$ cat config.mk
export PLATFORM = sky130hd
export DESIGN_NAME = alu_op_issuer_flat
export DESIGN_NICKNAME = d
export VERILOG_FILES = /design/src/rtl/alu_op_issuer_if.sv /design/src/rtl/alu_op_issuer.sv /design/src/flat_wrapper.sv
export SDC_FILE = /design/constraint.sdc
export NUM_CORES = 1
export LEC_CHECK = 0
export CAP_MARGIN = 0
export CORE_UTILIZATION = 49
export DETAILED_ROUTE_END_ITERATION = 8
export PLACE_DENSITY = 0.73
export SKIP_LAST_GASP = 1
export SYNTH_ARGS = -nofsm -noshare
export SYNTH_HDL_FRONTEND = slang
export SYNTH_SLANG_ARGS = --single-unit
export TNS_END_PERCENT = 20
$ cat constraint.sdc
create_clock -name clk -period 2.2 [get_ports clk]
set_input_delay 0.44 -clock clk [delete_from_list [all_inputs] [get_ports clk]]
set_output_delay 0.44 -clock clk [all_outputs]
set_load 0.01 [all_outputs]
$ cat src/rtl/alu_op_issuer_if.sv
// alu_op_issuer_if: command and response handshake bundle for alu_op_issuer.
//   cmd_*  : tagged ALU command, valid/ready (master drives, slave accepts).
//   rsp_*  : tagged in-order response, valid/ready (slave drives, master accepts).
// Modports: master = sequencer/test front end, slave = alu_op_issuer.
interface alu_op_issuer_if #(
  parameter int W     = 16,
  parameter int TAG_W = 4
) ();
  logic             cmd_valid;
  logic             cmd_ready;
  logic [3:0]       cmd_opcode;
  logic [W-1:0]     cmd_a;
  logic [W-1:0]     cmd_b;
  logic [4:0]       cmd_shamt;
  logic [TAG_W-1:0] cmd_tag;

  logic             rsp_valid;
  logic             rsp_ready;
  logic [W-1:0]     rsp_result;
  logic             rsp_carry;
  logic [TAG_W-1:0] rsp_tag;
  logic             rsp_illegal;

  modport master (
    output cmd_valid, cmd_opcode, cmd_a, cmd_b, cmd_shamt, cmd_tag, rsp_ready,
    input  cmd_ready, rsp_valid, rsp_result, rsp_carry, rsp_tag, rsp_illegal
  );

  modport slave (
    input  cmd_valid, cmd_opcode, cmd_a, cmd_b, cmd_shamt, cmd_tag, rsp_ready,
    output cmd_ready, rsp_valid, rsp_result, rsp_carry, rsp_tag, rsp_illegal
  );
endinterface

$ cat src/rtl/alu_op_issuer.sv
// alu_op_issuer: command-side driver for an external combinational ALU.
//   Buffers tagged commands in a DEPTH-entry FIFO, issues one at a time on
//   the registered alu_* outputs, waits SETTLE_CYC cycles, captures
//   alu_result/alu_carryFlag and returns an in-order tagged response.
//   Opcodes above MAX_OP never reach the ALU; they return result=0,
//   carry=0, illegal=1.
// Ports:
//   clk, rst_n       clock, asynchronous active-low reset
//   bus (slave)      cmd_* valid/ready in, rsp_* valid/ready out
//   alu_opcode/input1/input2/shiftValue   registered ALU drive
//   alu_result/alu_carryFlag              ALU outputs sampled at capture
//   stat_ops/stat_illegal  saturating handshake counters, present only
//                    when ALU_ISSUER_STATS_EN is defined
module alu_op_issuer #(
  parameter int W          = 16,
  parameter int TAG_W      = 4,
  parameter int DEPTH      = 4,
  parameter int SETTLE_CYC = 1,
  parameter int MAX_OP     = 6
) (
  input  logic                clk,
  input  logic                rst_n,
  alu_op_issuer_if.slave      bus,
  output logic [3:0]          alu_opcode,
  output logic [W-1:0]        alu_input1,
  output logic [W-1:0]        alu_input2,
  output logic [4:0]          alu_shiftValue,
  input  logic [W-1:0]        alu_result,
  input  logic                alu_carryFlag
`ifdef ALU_ISSUER_STATS_EN
  ,
  output logic [15:0]         stat_ops,
  output logic [7:0]          stat_illegal
`endif
);
  localparam int AW = $clog2(DEPTH);
  localparam int CW = (SETTLE_CYC > 1) ? $clog2(SETTLE_CYC) : 1;
  localparam logic [AW:0] FULL  = (AW+1)'(DEPTH);
  localparam logic [3:0]  MAXOP = 4'(MAX_OP);

  typedef struct packed {
    logic [3:0]       op;
    logic [W-1:0]     a;
    logic [W-1:0]     b;
    logic [4:0]       sh;
    logic [TAG_W-1:0] tag;
  } cmd_t;

  typedef enum logic [1:0] {IDLE, WAIT, RESP} state_t;

  cmd_t             mem [DEPTH];
  cmd_t             head;
  logic [AW-1:0]    wptr, rptr;
  logic [AW:0]      count;
  logic             push, pop;

  state_t           state;
  logic [CW-1:0]    cnt;
  logic             rsp_valid_q, rsp_carry_q, rsp_ill_q;
  logic [W-1:0]     rsp_result_q;
  logic [TAG_W-1:0] rsp_tag_q;

  // Ready depends on the registered count only: a pop in the same cycle
  // does not open a slot for a push.
  assign bus.cmd_ready = (count < FULL);
  assign push          = bus.cmd_valid & bus.cmd_ready;
  assign pop           = (state == IDLE) && (count != '0);
  assign head          = mem[rptr];

  assign bus.rsp_valid   = rsp_valid_q;
  assign bus.rsp_result  = rsp_result_q;
  assign bus.rsp_carry   = rsp_carry_q;
  assign bus.rsp_tag     = rsp_tag_q;
  assign bus.rsp_illegal = rsp_ill_q;

  // Storage needs no reset; emptiness is tracked by count.
  always_ff @(posedge clk) begin
    if (push) mem[wptr] <= '{op: bus.cmd_opcode, a: bus.cmd_a, b: bus.cmd_b,
                             sh: bus.cmd_shamt, tag: bus.cmd_tag};
  end

  always_ff @(posedge clk or negedge rst_n) begin
    if (!rst_n) begin
      wptr  <= '0;
      rptr  <= '0;
      count <= '0;
    end else begin
      if (push) wptr <= wptr + 1'b1;
      if (pop)  rptr <= rptr + 1'b1;
      case ({push, pop})
        2'b10:   count <= count + 1'b1;
        2'b01:   count <= count - 1'b1;
        default: ;
      endcase
    end
  end

  always_ff @(posedge clk or negedge rst_n) begin
    if (!rst_n) begin
      state          <= IDLE;
      cnt            <= '0;
      alu_opcode     <= '0;
      alu_input1     <= '0;
      alu_input2     <= '0;
      alu_shiftValue <= '0;
      rsp_valid_q    <= 1'b0;
      rsp_result_q   <= '0;
      rsp_carry_q    <= 1'b0;
      rsp_tag_q      <= '0;
      rsp_ill_q      <= 1'b0;
    end else begin
      case (state)
        IDLE: if (pop) begin
          if (head.op > MAXOP) begin
            // Rejected opcode: ALU drive keeps the last legal command.
            rsp_result_q <= '0;
            rsp_carry_q  <= 1'b0;
            rsp_ill_q    <= 1'b1;
            rsp_tag_q    <= head.tag;
            rsp_valid_q  <= 1'b1;
            state        <= RESP;
          end else begin
            alu_opcode     <= head.op;
            alu_input1     <= head.a;
            alu_input2     <= head.b;
            alu_shiftValue <= head.sh;
            rsp_tag_q      <= head.tag;
            cnt            <= CW'(SETTLE_CYC - 1);
            state          <= WAIT;
          end
        end
        WAIT: begin
          if (cnt == '0) begin
            rsp_result_q <= alu_result;
            rsp_carry_q  <= alu_carryFlag;
            rsp_ill_q    <= 1'b0;
            rsp_valid_q  <= 1'b1;
            state        <= RESP;
          end else begin
            cnt <= cnt - 1'b1;
          end
        end
        RESP: if (bus.rsp_ready) begin
          rsp_valid_q <= 1'b0;
          state       <= IDLE;
        end
        default: state <= IDLE;
      endcase
    end
  end

`ifdef ALU_ISSUER_STATS_EN
  logic rsp_hs;
  assign rsp_hs = rsp_valid_q & bus.rsp_ready;

  always_ff @(posedge clk or negedge rst_n) begin
    if (!rst_n) begin
      stat_ops     <= '0;
      stat_illegal <= '0;
    end else if (rsp_hs) begin
      if (stat_ops != '1)                stat_ops     <= stat_ops + 1'b1;
      if (rsp_ill_q && stat_illegal != '1) stat_illegal <= stat_illegal + 1'b1;
    end
  end
`endif

endmodule
$ cat src/flat_wrapper.sv
// flat-port wrapper written by rule: the top's interface ports become plain ports
module alu_op_issuer_flat 
#(
  parameter int W          = 16,
  parameter int TAG_W      = 4,
  parameter int DEPTH      = 4,
  parameter int SETTLE_CYC = 1,
  parameter int MAX_OP     = 6
)
  (clk, rst_n, alu_opcode, alu_input1, alu_input2, alu_shiftValue, alu_result, alu_carryFlag, bus_cmd_valid, bus_cmd_opcode, bus_cmd_a, bus_cmd_b, bus_cmd_shamt, bus_cmd_tag, bus_rsp_ready, bus_cmd_ready, bus_rsp_valid, bus_rsp_result, bus_rsp_carry, bus_rsp_tag, bus_rsp_illegal);
  alu_op_issuer_if #(.W(W), .TAG_W(TAG_W)) bus_i ();
  input  logic clk;
  input  logic rst_n;
  output logic [3:0] alu_opcode;
  output logic [W-1:0] alu_input1;
  output logic [W-1:0] alu_input2;
  output logic [4:0] alu_shiftValue;
  input  logic [W-1:0] alu_result;
  input  logic alu_carryFlag;
  input wire logic [$bits(bus_i.cmd_valid)-1:0] bus_cmd_valid;
  input wire logic [$bits(bus_i.cmd_opcode)-1:0] bus_cmd_opcode;
  input wire logic [$bits(bus_i.cmd_a)-1:0] bus_cmd_a;
  input wire logic [$bits(bus_i.cmd_b)-1:0] bus_cmd_b;
  input wire logic [$bits(bus_i.cmd_shamt)-1:0] bus_cmd_shamt;
  input wire logic [$bits(bus_i.cmd_tag)-1:0] bus_cmd_tag;
  input wire logic [$bits(bus_i.rsp_ready)-1:0] bus_rsp_ready;
  output wire logic [$bits(bus_i.cmd_ready)-1:0] bus_cmd_ready;
  output wire logic [$bits(bus_i.rsp_valid)-1:0] bus_rsp_valid;
  output wire logic [$bits(bus_i.rsp_result)-1:0] bus_rsp_result;
  output wire logic [$bits(bus_i.rsp_carry)-1:0] bus_rsp_carry;
  output wire logic [$bits(bus_i.rsp_tag)-1:0] bus_rsp_tag;
  output wire logic [$bits(bus_i.rsp_illegal)-1:0] bus_rsp_illegal;
  assign bus_i.cmd_valid = bus_cmd_valid;
  assign bus_i.cmd_opcode = bus_cmd_opcode;
  assign bus_i.cmd_a = bus_cmd_a;
  assign bus_i.cmd_b = bus_cmd_b;
  assign bus_i.cmd_shamt = bus_cmd_shamt;
  assign bus_i.cmd_tag = bus_cmd_tag;
  assign bus_i.rsp_ready = bus_rsp_ready;
  assign bus_cmd_ready = bus_i.cmd_ready;
  assign bus_rsp_valid = bus_i.rsp_valid;
  assign bus_rsp_result = bus_i.rsp_result;
  assign bus_rsp_carry = bus_i.rsp_carry;
  assign bus_rsp_tag = bus_i.rsp_tag;
  assign bus_rsp_illegal = bus_i.rsp_illegal;
  alu_op_issuer #(.W(W), .TAG_W(TAG_W), .DEPTH(DEPTH), .SETTLE_CYC(SETTLE_CYC), .MAX_OP(MAX_OP)) u_core (.clk(clk), .rst_n(rst_n), .bus(bus_i), .alu_opcode(alu_opcode), .alu_input1(alu_input1), .alu_input2(alu_input2), .alu_shiftValue(alu_shiftValue), .alu_result(alu_result), .alu_carryFlag(alu_carryFlag));
endmodule
==> run metrics, run 1 <==
status complete, but fails checks; failing checks negative setup slack; routed wire length 17,400 µm; peak fanout along the critical path 26; initial antenna violation count 0; EDFF count, synth 180; Yosys reg bits 253; gp weighted congestion 0.7421; CP Capture Type register; overall routing resource usage 18.10%; CTS tree done; worst hold path type in2async; Peak VDD IR 735.7 µV; Least-Margin Pin Slew 0.5268 ns; share of cells above drive strength 1 25.41%; Layout area overhead 27.55%; Fin Clk Skew 0.01661 ns; sequential element share of the synthesized area 76.38%; ant diodes 0; Core Area 0.01883 mm²; global-route wire length before repair 27,280 µm; pre-CTS WS -0.2090 ns; setup ws final -0.2242 ns; Die Ht 141.0 µm; WL/cell 20.09 µm; r2r endpoint u_core.alu_input2[0]$_DFFE_PN0P_; mapped cell area 0.009468 mm²; 1st-pass router iterations 6; Post-Synth Simple-Gate Area 0.9647%; maxcap violations 0; WL met3 749 µm; Synth Area in Adders 0.8722%; Leak 4.457 nW; clock-pin slew on the worst setup and hold paths 0.06 ns; largest net degree at the start of global routing 50; Worst EP required 2.60 ns; nets@finish 660; Bufs on Longest Clock Path 3; power per cell area 1369 mW/mm²; die width 141.0 µm; placed cell count 820; Max Fclk 412.5 MHz; Final Cell Area 0.01208 mm²; compound-gate portion of the synthesized area 2.088%; mux cell area share after synthesis 17.55%; Post-Synth XOR/XNOR Area 0.5550%; Crit. Startpoint u_core.rptr[0]$_DFFE_PN0P_; mean post-synth cell area 22.28 µm²; Starting Density 50.28%; final hold violation count 0; reg2reg path depth 5; relative slew slack 64.88%; top post-synthesis cells by area edfxtp_1, dfrtp_1, mux4_2; drt via density 5.267; Ys Warns 0; vias in the first global route 4,945; syn nets 497; clk_lat worst skew 0.51 ns; wl on met1 7360 µm; Async S/R FF share, synth 28.85%; Root Buffer clkbuf_16; CP arrival 2.82 ns; Pins Over Slew Limit 0; DR vias 4,561; row count 50; cell taking the most area after synthesis edfxtp_1; endpoints failing setup 41; Synth Instances 425; # clock sinks 253; reg2reg setup slack -0.22 ns; Post-Layout Cell Count 866; Initial DRC Count 241; Overflow after GRT 0; die area 0.01988 mm²; buffers added on ports 130; largest family of logic cells by synthesized area multiplexers; crit path launch type register; dpl cell area 0.01130 mm²; detailed placement HPWL 10,940 µm; final hold slack 0.4161 ns; CTS Buf Count 25; final period utilization 110.2%; r2r startpoint u_core.rptr[0]$_DFFE_PN0P_; post-synth top area share 57.09%; setup TNS -7.584 ns; critical path type reg2reg; Boundary Pins 131; Final ANT Viol Nets 0; WL met2 8889 µm; min cycle time layout 2.424 ns; RSZ-0062 raised after global routing yes; top routing layer used met4; Top FF cell, synth edfxtp_1; maximum level of the CTS H-tree 1; synth unique cells 28; setup bufs post-CTS 0; DRC viols 0
placed cells by master (no fill, tap or decap), types with 2 or more instances in the layout:
master	n
mux4_2	45
mux2_2	4
nor2b_1	2
nor3_1	2
clkbuf_16	25
dfrtp_1	71
clkbuf_1	12
clkinv_2	2
a22o_1	18
xnor2_1	4
nand2_1	4
buf_4	15
buf_12	10
xor2_1	2
o21ai_0	2
clkdlybuf4s50_1	129
clkbuf_8	3
edfxtp_1	180
mux2_4	38
inv_1	8
ha_1	5
nor2_1	4
and2_2	4
mux2_1	2
cells by family after synthesis:
family	Yosys count
AO/OA/AOI/OAI	24
XOR/XNOR	6
adder cells (fa/ha/maj)	6
buffers and inverters	28
flip-flops	253
multiplexers	90
AND/OR/NAND/NOR	18
per-layer routing:
metal  up-vias  GRT usage, %
li1       2014             -
met1      2401         23.93
met2       117         31.06
met3        29         3.193
met4         0         5.149
met5         -             0
sequential cells by signal, indices dropped and copies added, names as in the netlist, 3 cells and up:
signal and flops:
u_core.alu_input1 16, u_core.alu_input2 16, u_core.alu_opcode 4, u_core.alu_shiftValue 5, u_core.bus.rsp_result 16, u_core.bus.rsp_tag 4
u_core.count 3, u_core.mem 180
repair_timing:
action | 4_1_cts | 5_1_grt
gates resized for setup | 0 | 0
endpoints found under the hold margin | 24 | 0
endpoints found under the setup margin | 41 | 41
pin swaps | 0 | 0
hold buffers | 1 | 0
per-stage QoR:
step / utilization [%] / power, mW
floorplan: - / 10.42
global placement: 60.03 / 12.52
detailed placement: 60.03 / 12.73
CTS: 64.13 / 16.74
global route: 64.13 / 17.27
finish: 64.13 / 16.54
power by group:
group / internal [mW] / switching [mW]
Clock: 2.32 / 1.66
Combinational: 3.39 / 2.36
Sequential: 6.26 / 0.538
critical path, stage by stage, from the launching register on:
cell,delay [ns]
dfrtp_4,0.47
mux4_2,0.56
a31o_4,0.25
or4_4,0.47
buf_12,0.21
mux2_4,0.32
synth_stat cells, types with 2 or more instances:
| master | n |
|---|---|
| nand2_1 | 4 |
| ha_1 | 5 |
| mux2_2 | 4 |
| buf_1 | 4 |
| clkbuf_1 | 9 |
| buf_6 | 6 |
| mux4_2 | 45 |
| xnor2_1 | 4 |
| o21ai_0 | 2 |
| inv_1 | 8 |
| nor2_1 | 4 |
| mux2_1 | 2 |
| and2_1 | 5 |
| edfxtp_1 | 180 |
| nor2b_1 | 2 |
| nor3_1 | 2 |
| mux2_4 | 38 |
| a22o_1 | 18 |
| dfrtp_1 | 73 |
| xor2_1 | 2 |
cell type report:
class                      instances  area [µm²]
timing repair buffer             155        1614
tap                              260       325.3
fill                            1268        6754
clock inverter                     5       51.30
inverter                           9       33.78
clock buffer                      40       711.9
multi-input combinational        144        2103
sequential                       253        7237
worst max-delay path by stage:
stage / to / depth (start not counted)
after floorplan: u_core.alu_input1[0]$_DFFE_PN0P_ / 7
final: u_core.alu_input2[0]$_DFFE_PN0P_ / 5
after detailed placement: u_core.alu_input2[6]$_DFFE_PN0P_ / 5
after CTS: u_core.alu_input2[6]$_DFFE_PN0P_ / 5
after global routing: u_core.alu_input2[6]$_DFFE_PN0P_ / 5
after global placement: u_core.alu_input2[6]$_DFFE_PN0P_ / 5
(Power assumes the default switching activity.)
==> run 2: changes to the inputs <==
- CORE_UTILIZATION: 49 -> 58
- PLACE_DENSITY: 0.73 -> 0.82
- clock period: 2.2 -> 3.1 ns (I/O delays scaled with it)
==> run metrics, run 2 (synthesis gave the netlist of run 1 again) <==
status completed; Initial DRC Count 302 (+25%); DR vias 4,501 (-1.3%); row count 46 (-8.0%); final hold violation count 0 (unchanged); CTS Buf Count 25 (unchanged); fillcell total 922 (-27%); Pins Over Slew Limit 0 (unchanged); clock-pin slew on the worst setup and hold paths 0.06 ns (about the same); clk_lat worst skew 0.51 ns (about the same); drt via density 5.557 (+5.5%); Top reg by flops u_core.mem; relative slew slack 11.82% (-53 points); sequential cell area 0.007237 mm² (unchanged); reg2reg setup slack 0.44 ns (+0.66 ns); largest net degree at the start of global routing 58 (+16%); Post-Layout Cell Count 810 (-6.5%); Max Fclk 375.4 MHz (-9.0%); critical path type reg2reg; commonest non-fill, non-tap cell in the layout edfxtp_1; Peak VDD IR 633.2 µV (-14%); initial antenna violation count 0 (unchanged); Boundary Pins 131 (unchanged); vias in the first global route 4,959 (+0.28%); worst hold path type in2async; r2r endpoint u_core.alu_input2[6]$_DFFE_PN0P_; global-route wire length before repair 26,830 µm (-1.6%); Hold Buf Count CTS 0 (-1); DRC viols 0 (unchanged); Leak 4.400 nW (-1.3%); maximum level of the CTS H-tree 1 (unchanged); Layout area overhead 25.65%; ant diodes 0 (unchanged); overall routing resource usage 21.67% (+3.6 points); Core Area 0.01589 mm² (-16%); die width 129.8 µm (-8.0%); Worst EP required 3.49 ns (+0.89 ns); maxcap violations 0 (unchanged); max reg flops 180 (unchanged); Die Ht 129.8 µm (-8.0%); Starting Density 59.60% (+9.3 points); routed wire length 17,460 µm (+0.36%); gp weighted congestion 0.7098 (-4.4%); setup TNS 0 ns (+7.584 ns); setup bufs post-CTS 0 (unchanged); endpoints failing setup 0 (-100%); Final ANT Viol Nets 0 (unchanged); commonest non-fill, non-tap cells in the layout edfxtp_1, clkdlybuf4s50_1, dfrtp_1; power per cell area 987.2 mW/mm² (-28%); CTS tree done; nets@finish 647 (-2.0%); PostCTS Resize Cnt 0 (unchanged); Least-Margin Pin Slew 1.320 ns (+0.7931 ns); final period utilization 85.94% (-24 points); multi-input logic area 0.002095 mm² (-0.42%); crit path launch type register; die area 0.01684 mm² (-15%); buffers added on ports 130 (unchanged); Overflow after GRT 0 (unchanged); min cycle time layout 2.664 ns (+0.2398 ns); placed cell count 764 (-6.8%); r2r startpoint u_core.rptr[0]$_DFFE_PN0P_; WL/cell 21.56 µm (+7.3%); CP arrival 3.05 ns (+0.23 ns); share of cells above drive strength 1 24.92% (-0.50 points); 1st-pass router iterations 4 (-2); Fin Clk Skew 0.009992 ns (-0.006621 ns); Root Buffer clkbuf_16; # clock sinks 253 (unchanged); Bufs on Longest Clock Path 3 (unchanged); detailed placement HPWL 10,180 µm (-7.0%); CP Capture Type register; RSZ-0062 raised after global routing no; peak fanout along the critical path 42 (+62%); reg2reg path depth 4 (-1)
[run 2: cell count changes in the layout (fill, tap and decap cells not counted), sizes merged]
cell | before | now
buf | 25 | 13
clkbuf | 40 | 36
clkinv | 3 | 7
bufinv | 1 | 2
clkinvlp | 1 | 0
dlygate4sd3 | 1 | 0
inv | 9 | 10
[run 2: worst max-delay path by stage]
stage | from | to | slack (ns) | cells after the start
2_1_floorplan | bus_cmd_valid | u_core.mem[0][0]$_DFFE_PP_ | 0.62 | 3
3_3_place_gp | u_core.rptr[0]$_DFFE_PN0P_ | u_core.alu_input2[5]$_DFFE_PN0P_ | 0.44 | 4
3_5_place_dp | u_core.rptr[0]$_DFFE_PN0P_ | u_core.alu_input2[6]$_DFFE_PN0P_ | 0.43 | 4
4_1_cts | u_core.rptr[0]$_DFFE_PN0P_ | u_core.alu_input2[6]$_DFFE_PN0P_ | 0.42 | 4
5_1_grt | u_core.rptr[0]$_DFFE_PN0P_ | u_core.alu_input2[6]$_DFFE_PN0P_ | 0.35 | 4
6_report | u_core.rptr[0]$_DFFE_PN0P_ | u_core.alu_input2[6]$_DFFE_PN0P_ | 0.44 | 4
[run 2: per-stage QoR]
| step | cell area, µm² | worst slack, ns | utilization (%) | power (mW) | hold WS [ns] |
|---|---|---|---|---|---|
| floorplan | 9468 | 0.6237 | - | 7.368 | 0.3244 |
| global placement | 11070 | 0.4426 | 69.71 | 8.673 | 0.4779 |
| detailed placement | 11070 | 0.4257 | 69.71 | 8.855 | 0.4813 |
| CTS | 11900 | 0.4188 | 74.89 | 11.86 | 0.2200 |
| global route | 11900 | 0.3499 | 74.89 | 12.25 | 0.2563 |
| finish | 11900 | 0.4360 | 74.89 | 11.74 | 0.2046 |
[run 2: critical path: stages, from the launching register on]
cell and delay, ns:
dfrtp_4 0.47, mux4_2 0.52, a31o_2 0.30, or4_4 0.79, mux2_1 0.44
[run 2: per-layer routing]
| layer | up-vias | global-route usage, % | wire, µm |
|---|---|---|---|
| met2 | 148 | 38.16 | 9066 |
| met5 | - | 0 | 0 |
| met1 | 2330 | 27.54 | 7124 |
| met4 | 0 | 6.703 | 369 |
| li1 | 1994 | - | - |
| met3 | 29 | 4.182 | 900 |
[run 2: power by group]
group / internal, mW / switching, mW / total (mW)
Sequential: 4.45 / 0.395 / 4.84
Combinational: 2.27 / 1.66 / 3.94
Clock: 1.77 / 1.19 / 2.97
Total: 8.49 / 3.25 / 11.7
[run 2: area by class of cell]
cell class              instances  share of cell area [%]
flip-flops and latches        253                   60.83
multi-input cells             144                   17.61
repair buffers                142                   12.10
clock buffers                  36                   6.027
well taps                     216                   2.272
clock inverters                10                  0.8835
inverters                       9                  0.2840
